`src/rtl/pc_redirect_ctrl_pkg.sv`:
```
// pc_redirect_ctrl_pkg
// Purpose : shared definitions for the fetch-PC redirect controller slice.
//           Holds the datapath width, the default reset fetch index and the
//           controller state encodings.
// Ports   : none (package).
// Config  : PC_REDIRECT_STATS_EN (used by pc_redirect_ctrl) adds redirect
//           statistics counters; nothing in this package depends on it.
package pc_redirect_ctrl_pkg;

  // Architectural width of the fetch word index.
  localparam int XLEN = 32;

  // Word index fetched first after reset unless the instance overrides it.
  localparam logic [XLEN-1:0] DEFAULT_RESET_PC = 32'd0;

  // Controller states, kept as plain 2-bit constants so older tooling in the
  // pipeline can still compare against them directly.
  typedef logic [1:0] state_t;
  localparam state_t STATE_BOOT   = 2'd0;
  localparam state_t STATE_RUN    = 2'd1;
  localparam state_t STATE_SQUASH = 2'd2;

endpackage

```
`src/rtl/squash_timer.sv`:
```
// squash_timer
// Purpose : loadable down-counter that times the fetch squash window after a
//           branch redirect. It stops at zero and reports zero through a flag.
// Ports   : clk       - rising-edge clock
//           reset     - synchronous, active-high; clears the count to 0
//           load      - load loadValue this cycle (wins over decrement)
//           loadValue - value to load
//           dec       - decrement by one when non-zero
//           zero      - count is currently zero
// Config  : no configuration macros.
module squash_timer #(
  parameter int CNT_W = 4
) (
  input  logic             clk,
  input  logic             reset,
  input  logic             load,
  input  logic [CNT_W-1:0] loadValue,
  input  logic             dec,
  output logic             zero
);

  logic [CNT_W-1:0] count;

  // The count sits at zero when idle. A load always takes priority so a new
  // window can start on the same edge the previous one would have expired.
  always_ff @(posedge clk) begin
    if (reset) begin
      count <= '0;
    end else if (load) begin
      count <= loadValue;
    end else if (dec && (count != '0)) begin
      count <= count - 1'b1;
    end
  end

  // Zero flag is decoded from the register so the controller sees it with no
  // path back to any primary input.
  assign zero = (count == '0);

endmodule

```
`src/rtl/pc_redirect_ctrl.sv`:
```
// pc_redirect_ctrl
// Purpose : owns the architectural fetch PC. Advances it each cycle, holds it
//           on a hazard stall, and on a taken EX-stage branch loads the target,
//           pulses the IF/ID and ID/EX flushes for one cycle and keeps fetch
//           invalid for SQUASH_CYCLES cycles before resuming at the target.
// Ports   : clk           - rising-edge pipeline clock
//           reset         - synchronous, active-high
//           br_success    - branch taken this cycle (from EX)
//           br_target     - redirect target word index
//           stall         - hazard unit holds the fetch PC
//           pc            - registered fetch word index
//           fetch_valid   - pc is a live fetch
//           flush_if_id   - one-cycle IF/ID clear
//           flush_id_ex   - one-cycle ID/EX clear
//           redirect_busy - high while squashing
//           taken_count   - accepted redirects (PC_REDIRECT_STATS_EN only)
//           squash_count  - cycles spent squashing (PC_REDIRECT_STATS_EN only)
// Config  : define PC_REDIRECT_STATS_EN to add the saturating statistics
//           counters; without it the ports and counters do not exist.
module pc_redirect_ctrl
  import pc_redirect_ctrl_pkg::*;
#(
  parameter logic [XLEN-1:0] RESET_PC      = DEFAULT_RESET_PC,
  parameter int              SQUASH_CYCLES = 2,
  parameter int              CNT_W         = 4
) (
  input  logic            clk,
  input  logic            reset,
  input  logic            br_success,
  input  logic [XLEN-1:0] br_target,
  input  logic            stall,
  output logic [XLEN-1:0] pc,
  output logic            fetch_valid,
  output logic            flush_if_id,
  output logic            flush_id_ex,
  output logic            redirect_busy
`ifdef PC_REDIRECT_STATS_EN
  ,
  output logic [31:0]     taken_count,
  output logic [31:0]     squash_count
`endif
);

  // The timer counts down to zero and the exit happens on the zero cycle, so
  // loading N-1 yields exactly N invalid-fetch cycles.
  localparam logic [CNT_W-1:0] SQUASH_LOAD = CNT_W'(SQUASH_CYCLES - 1);

  state_t state;
  logic   takeRedirect;
  logic   squashDone;

  // A redirect is only accepted while running; BOOT and SQUASH ignore EX.
  assign takeRedirect = (state == STATE_RUN) && br_success;

  squash_timer #(
    .CNT_W (CNT_W)
  ) u_squash_timer (
    .clk       (clk),
    .reset     (reset),
    .load      (takeRedirect),
    .loadValue (SQUASH_LOAD),
    .dec       (state == STATE_SQUASH),
    .zero      (squashDone)
  );

  // Main sequencer. Flushes default low every cycle so they can only ever be
  // a single-cycle pulse on the RUN->SQUASH edge. Redirect beats stall, stall
  // beats increment; pc+1 wraps naturally at 32 bits.
  always_ff @(posedge clk) begin
    if (reset) begin
      state         <= STATE_BOOT;
      pc            <= RESET_PC;
      fetch_valid   <= 1'b0;
      flush_if_id   <= 1'b0;
      flush_id_ex   <= 1'b0;
      redirect_busy <= 1'b0;
    end else begin
      flush_if_id <= 1'b0;
      flush_id_ex <= 1'b0;
      case (state)
        STATE_BOOT: begin
          state       <= STATE_RUN;
          fetch_valid <= 1'b1;
        end
        STATE_RUN: begin
          if (br_success) begin
            pc            <= br_target;
            flush_if_id   <= 1'b1;
            flush_id_ex   <= 1'b1;
            fetch_valid   <= 1'b0;
            redirect_busy <= 1'b1;
            state         <= STATE_SQUASH;
          end else if (!stall) begin
            pc <= pc + 1'b1;
          end
        end
        STATE_SQUASH: begin
          if (squashDone) begin
            state         <= STATE_RUN;
            fetch_valid   <= 1'b1;
            redirect_busy <= 1'b0;
          end
        end
        default: begin
          state         <= STATE_BOOT;
          fetch_valid   <= 1'b0;
          redirect_busy <= 1'b0;
        end
      endcase
    end
  end

`ifdef PC_REDIRECT_STATS_EN
  // Statistics: both counters stick at all-ones rather than wrapping so a
  // long run never reports a misleadingly small number.
  always_ff @(posedge clk) begin
    if (reset) begin
      taken_count  <= '0;
      squash_count <= '0;
    end else begin
      if (takeRedirect && (taken_count != 32'hFFFF_FFFF)) begin
        taken_count <= taken_count + 1'b1;
      end
      if ((state == STATE_SQUASH) && (squash_count != 32'hFFFF_FFFF)) begin
        squash_count <= squash_count + 1'b1;
      end
    end
  end
`else
  // No statistics hardware in this build.
`endif

endmodule

```
`config.mk`:
```
export PLATFORM = sky130hd
export DESIGN_NAME = pc_redirect_ctrl
export DESIGN_NICKNAME = d
export VERILOG_FILES = /design/src/rtl/pc_redirect_ctrl_pkg.sv /design/src/rtl/squash_timer.sv /design/src/rtl/pc_redirect_ctrl.sv
export SDC_FILE = /design/constraint.sdc
export NUM_CORES = 1
export LEC_CHECK = 0
export ABC_AREA = 1
export BUFFER_PORTS_ARGS = -buffer_cell sky130_fd_sc_hd__buf_2
export CORE_ASPECT_RATIO = 0.7
export CORE_MARGIN = 1
export CORE_UTILIZATION = 50
export DETAILED_ROUTE_END_ITERATION = 12
export HOLD_SLACK_MARGIN = 0.06
export PLACE_DENSITY = 0.83
export SYNTH_ARGS = -nofsm -noshare
export SYNTH_HDL_FRONTEND = slang
export SYNTH_SLANG_ARGS = --single-unit
```
`constraint.sdc`:
```
create_clock -name clk -period 3.6 [get_ports clk]
set_clock_uncertainty 0.2 [all_clocks]
set_input_delay 0.18 -clock clk [delete_from_list [all_inputs] [get_ports clk]]
set_output_delay 0.18 -clock clk [all_outputs]
set_load 0.01 [all_outputs]
```
Word level (Yosys, flattened, before mapping):

Index checks and enable logic that the tools add are counted.

* register bits after elaboration: 41
* bits of input ports: 36
* output and inout bits: 36

* $add $sub $neg: 2
* equal/unequal tests: 5
* mux-type cells: 14
* bitwise operators: 2
* reductions and logical operators: 11

Operator list (number)
* $mux W32: 2
* $add A32 B1 Y32 const B: 1
* $mux W1: 7
* $ne A2 B2 Y1 const B: 3
* $pmux W1 S3: 2
* $pmux W2 S3: 1
* $logic_not A4 Y1: 1
* $mux W2: 2
* $reduce_and A2 Y1: 2
* $reduce_bool A4 Y1: 1
* $reduce_or A2 Y1: 2
* $sub A4 B1 Y4 const B: 1
* $reduce_and A3 Y1: 1
* $eq A2 B1 Y1 const B: 1
* $eq A2 B2 Y1 const B: 1
* $logic_and A1 B1 Y1: 2
* $logic_not A2 Y1: 1
* $not A1 Y1: 2
* $reduce_bool A2 Y1: 1

Longest topological paths before layout:

* depth after elaboration: 4
* gate-level depth with buffers: 10

Hierarchy:

From an unflattened synthesis, not the netlist that was laid out.

* cells, all modules: 490
* area total of the unflattened synthesis: 2791.4 µm²

Modules (own cells, without submodules)
* pc_redirect_ctrl: instances 1, cells each 449, area an instance 2517.4 µm², sequential area each 720.7 µm²
* squash_timer: instances 1, cells each 41, area an instance 274.0 µm², sequential area each 80.1 µm²

Worst setup path after synthesis:

No wires, ideal clock.

* path type: flip-flop to flip-flop
* start: register pc[1]
* end: register pc[30]
* library setup time: 0.132 ns
* data arrival time: 1.353 ns
* slack: 1.915 ns
* stages on the path, launching flop included: 11
* path buffers: 0
* path through: dfxtp_1 > ha_1 > nand2_2 > nor2_4 > nand2_2 > nor2_4 > nand2_1 > nand2_1 > nand3_1 > nand2_1 > a21oi_2

* longest elaborated chain between the ends: 3

Ends and longest elaborated chain
* start, declared: line pc_redirect_ctrl.sv:32 `output logic [XLEN-1:0] pc,`
* start signal, assigned: line pc_redirect_ctrl.sv:87 `pc <= br_target;`
* start signal, assigned: line pc_redirect_ctrl.sv:94 `pc <= pc + 1'b1;`
* $add A32 B1 Y32: line pc_redirect_ctrl.sv:94
* $mux W32: line pc_redirect_ctrl.sv:93 `end else if (!stall) begin`
* $mux W32: line pc_redirect_ctrl.sv:86 `if (br_success) begin`

Every way passes these cells. The select of a mux whose other input is x is not followed.
A chain may end at the register's enable or synchronous reset.

Worst setup path after layout:

* start: input br_success
* end: register pc[10]

* longest elaborated chain between the ends: 2
* elaborated cells between the ends (all ways): 3

Ends and longest elaborated chain
* start, declared: line pc_redirect_ctrl.sv:29 `input logic br_success,`
* $ne A2 B2 Y1 (no line)
* $reduce_and A2 Y1 (no line)

Several ways; a longest one is shown, not always the timed one.

==> flow_metrics.py <==
metrics = {
    "outcome": {
        "outcome": "finished, final reports clean",
    },
    "timing": {
        "clock.fmax_ghz": 0.479,
        "final.setup.tns_ns": 0,
        "rsz0062_at_grt": "no",
        "period_share_pct": 58.0,
        "setup_slack_ns": 1.51,
        "slew_headroom_pct": 55.2,
        "min_period_ns": 2.09,
        "worst_pin_slew_ns": 0.673,
        "finalHoldViolCount": 0,
        "drv_slew": 0,
        "setup_viol": 0,
    },
    "hold_path": {
        "hold_start": "br_target[15]",
        "hp-class": "in -> reg",
        "min_path_cells": 5,
        "holdPathEnd": "pc[15]$_SDFFE_PP0P_",
    },
    "floorplanning": {
        "core-area_mm2": 0.00529,
        "io-pin-count": 72,
        "start_util_pct": 52.3,
        "die-area_mm2": 0.00583,
        "die_x_um": 90.9,
        "core.rowCount": 22,
        "die_h_um": 64.2,
    },
    "global_routing": {
        "met3_usage_pct": 5.48,
        "met2_usage_pct": 45.2,
        "busiest_layer": "met2",
        "overflow": 0,
        "grt_pass1_vias": 2944,
        "track_usage_pct": 27.9,
        "grt.met1_usage_pct": 38.4,
        "grt_max_degree": 37,
        "grt_pass1_wl_um": 13200,
        "antenna_found_initial": 0,
    },
    "layout": {
        "syn_to_final_growth_pct": 20.6,
        "final_cells": 601,
        "num_antenna_cells": 0,
        "fillers": 520,
        "multi_input_area_mm2": 0.00174,
        "layout.nets": 566,
        "seq_area_um2": 801,
        "layout-drive-gt1-share_pct": 21.0,
    },
    "clock_network": {
        "clock-root-buffer": "clkbuf_8",
        "cts_buffer_depth": 2,
        "postCtsSetupBuffers": 0,
        "cts_buffers": 5,
        "path_clk_slew_ns": 0.08,
        "htreeDepth": 2,
        "cts_tree": "built",
        "clock_latency_ns": 0.30,
        "cts.sinks": 40,
    },
    "critical_path": {
        "cp.required_ns": 3.62,
        "rr_startpoint": "pc[0]$_SDFFE_PP0P_",
        "max_stage_delay_ns": 0.51,
        "cpMostUsedCell": "inv_2",
        "worstReg2RegEnd": "pc[24]$_SDFFE_PP0P_",
        "r2r_setup_slack_ns": 1.66,
        "cp-start-kind": "input pin",
        "cp_cell_sequence": "buf_2 -> inv_2 -> nor2_4 -> nor2_8 -> inv_2 -> o21ai_0 -> nand2_1 -> a21oi_1",
        "crit_arrival_ns": 2.11,
        "cpMaxStageDelayCell": "inv_2",
        "crit_type": "in -> reg",
        "critPathCaptureType": "register",
        "worst-path-max-fanout": 36,
        "rr_worst_depth": 10,
    },
    "yosys": {
        "yosys-top-cells-count": "146 x nand2_1, 77 x nor2_1, 40 x dfxtp_1",
        "yosys_register_bits": 40,
        "ys_types": 33,
        "synth_top_flop_cell": "dfxtp_1",
        "syn_area_per_cell_um2": 6.11,
        "syn_area_mm2": 0.00276,
        "synthTopCellsByArea": "dfxtp_1 29%, nand2_1 20%, nor2_1 10%",
        "synth_most_common_cell": "nand2_1",
        "async_flop_share_pct": 0,
        "yosys_warnings": 0,
        "syn_inst": 452,
        "yosysSeqAreaShare_pct": 29.0,
        "synth_top_area_share_pct": 29.0,
        "synth_nets": 490,
        "synth_edf_count": 0,
        "synth_largest_area_cell": "dfxtp_1",
    },
    "power": {
        "p_leak_nw": 1.38,
        "finalPower_mw": 1.05,
        "vdd_drop_max_uv": 212,
        "power-per-cell-area_mw_per_mm2": 315,
    },
    "detailed_routing": {
        "drc": 0,
        "viasPerCell": 5.30,
        "routed-via-count": 3183,
        "wl_per_cell_um": 12.9,
        "ant_nets": 0,
        "drtIter0Drc": 264,
        "dr.pass1.iters": 6,
        "totalWireLength_um": 7740,
    },
    "placement": {
        "io_buffers": 71,
        "dp.cells": 582,
        "pre_cts_slack_ns": 1.21,
        "routabilityCongestion": 0.899,
        "hpwl_um": 5740,
    },
    "job": {
        "drv_cap": 0,
    },
}
## metrics by stage
stage / util (%) / hold WS, ns / instance area, µm²
4_1_cts: 63.0 / 0.0603 / 3330
2_1_floorplan: - / 0.140 / 2760
3_5_place_dp: 59.2 / 0.260 / 3130
5_1_grt: 63.0 / 0.0770 / 3330
6_report: 63.0 / 0.0692 / 3330
3_3_place_gp: 59.2 / 0.258 / 3130
## kinds of logic (layout without fill, tap and decap cells)
family          Yosys count  after routing  synth area share (%)
fa+ha+maj                 2              2                 0.905
simple gates            293            293                  47.9
flops                    40             40                  29.0
xor+xnor                  2              2                 0.634
compound gates           65             65                  13.6
buf+inv                  50            127                  7.97
## placed cells by master, fill, tap and decap left out
| cell | instances |
|---|---|
| nand2_1 | 146 |
| nor2_1 | 77 |
| buf_2 | 71 |
| dfxtp_1 | 40 |
| inv_1 | 34 |
| nand3_1 | 33 |
| a21oi_1 | 27 |
| o21ai_0 | 16 |
| dlygate4sd3_1 | 11 |
| nor2_4 | 8 |
| nand2_2 | 7 |
| nor2_2 | 6 |
| clkbuf_8 | 6 |
| nor3_1 | 5 |
| nand3b_1 | 4 |
| o31ai_1 | 4 |
| a21oi_2 | 4 |
| inv_2 | 3 |
| nor2_8 | 3 |
| o21ai_1 | 3 |
| o211ai_1 | 3 |
| a31oi_1 | 3 |
| nand2_4 | 2 |
| o21a_1 | 2 |
| xor2_1 | 2 |
| ha_1 | 2 |
| a32o_1 | 1 |
| a22oi_1 | 1 |
| a211oi_1 | 1 |
| nand4_1 | 1 |
| and2_1 | 1 |
| clkbuf_1 | 1 |
| clkinvlp_4 | 1 |
## worst max path at each step
stage	end	slack [ns]	cells after the start	start
floorplan	pc[30]$_SDFFE_PP0P_	1.92	10	pc[1]$_SDFFE_PP0P_
global placement	pc[10]$_SDFFE_PP0P_	1.34	8	br_success
detailed placement	pc[10]$_SDFFE_PP0P_	1.21	8	br_success
CTS	pc[10]$_SDFFE_PP0P_	1.51	8	br_success
global route	pc[10]$_SDFFE_PP0P_	1.28	8	br_success
finish	pc[10]$_SDFFE_PP0P_	1.51	8	br_success
## sequential cells by signal, indices dropped and copies added, names as in the netlist
register / flops
pc: 32
state: 1
fetch_valid: 1
redirect_busy: 1
u_squash_timer.count: 4
flush_id_ex: 1
## cell type report
cell class                      instances  area share (%)
Tap cell                               72            2.70
Multi-Input combinational cell        362            52.3
Clock buffer                            7            2.59
Inverter                               37            4.17
Clock inverter                          1           0.225
Sequential cell                        40            24.0
Timing Repair Buffer                   82            14.0
## report_power, final
part           switching, mW  internal (mW)
registers             0.0414          0.472
clock network          0.161          0.156
logic                  0.132         0.0881
total                  0.335          0.716
## per-layer routing
layer	routed length, µm	part of all wire (%)	up-vias
li1	-	-	1607
met1	3590	46	1427
met2	3380	44	140
met3	706	9.1	9
met4	60	0.78	0
met5	0	0	-
## critical path: cells and delay by family
kind	cells	cell delay [ns]
AO/OA/AOI/OAI	2	0.28
AND/OR/NAND/NOR	3	0.64
buffers and inverters	3	0.98
## repair_timing
item	CTS	global route
hold endpoints to repair	11	0
hold buffers	11	0
gates resized for setup	0	0
No activity file was read; power rests on OpenSTA's default activity.
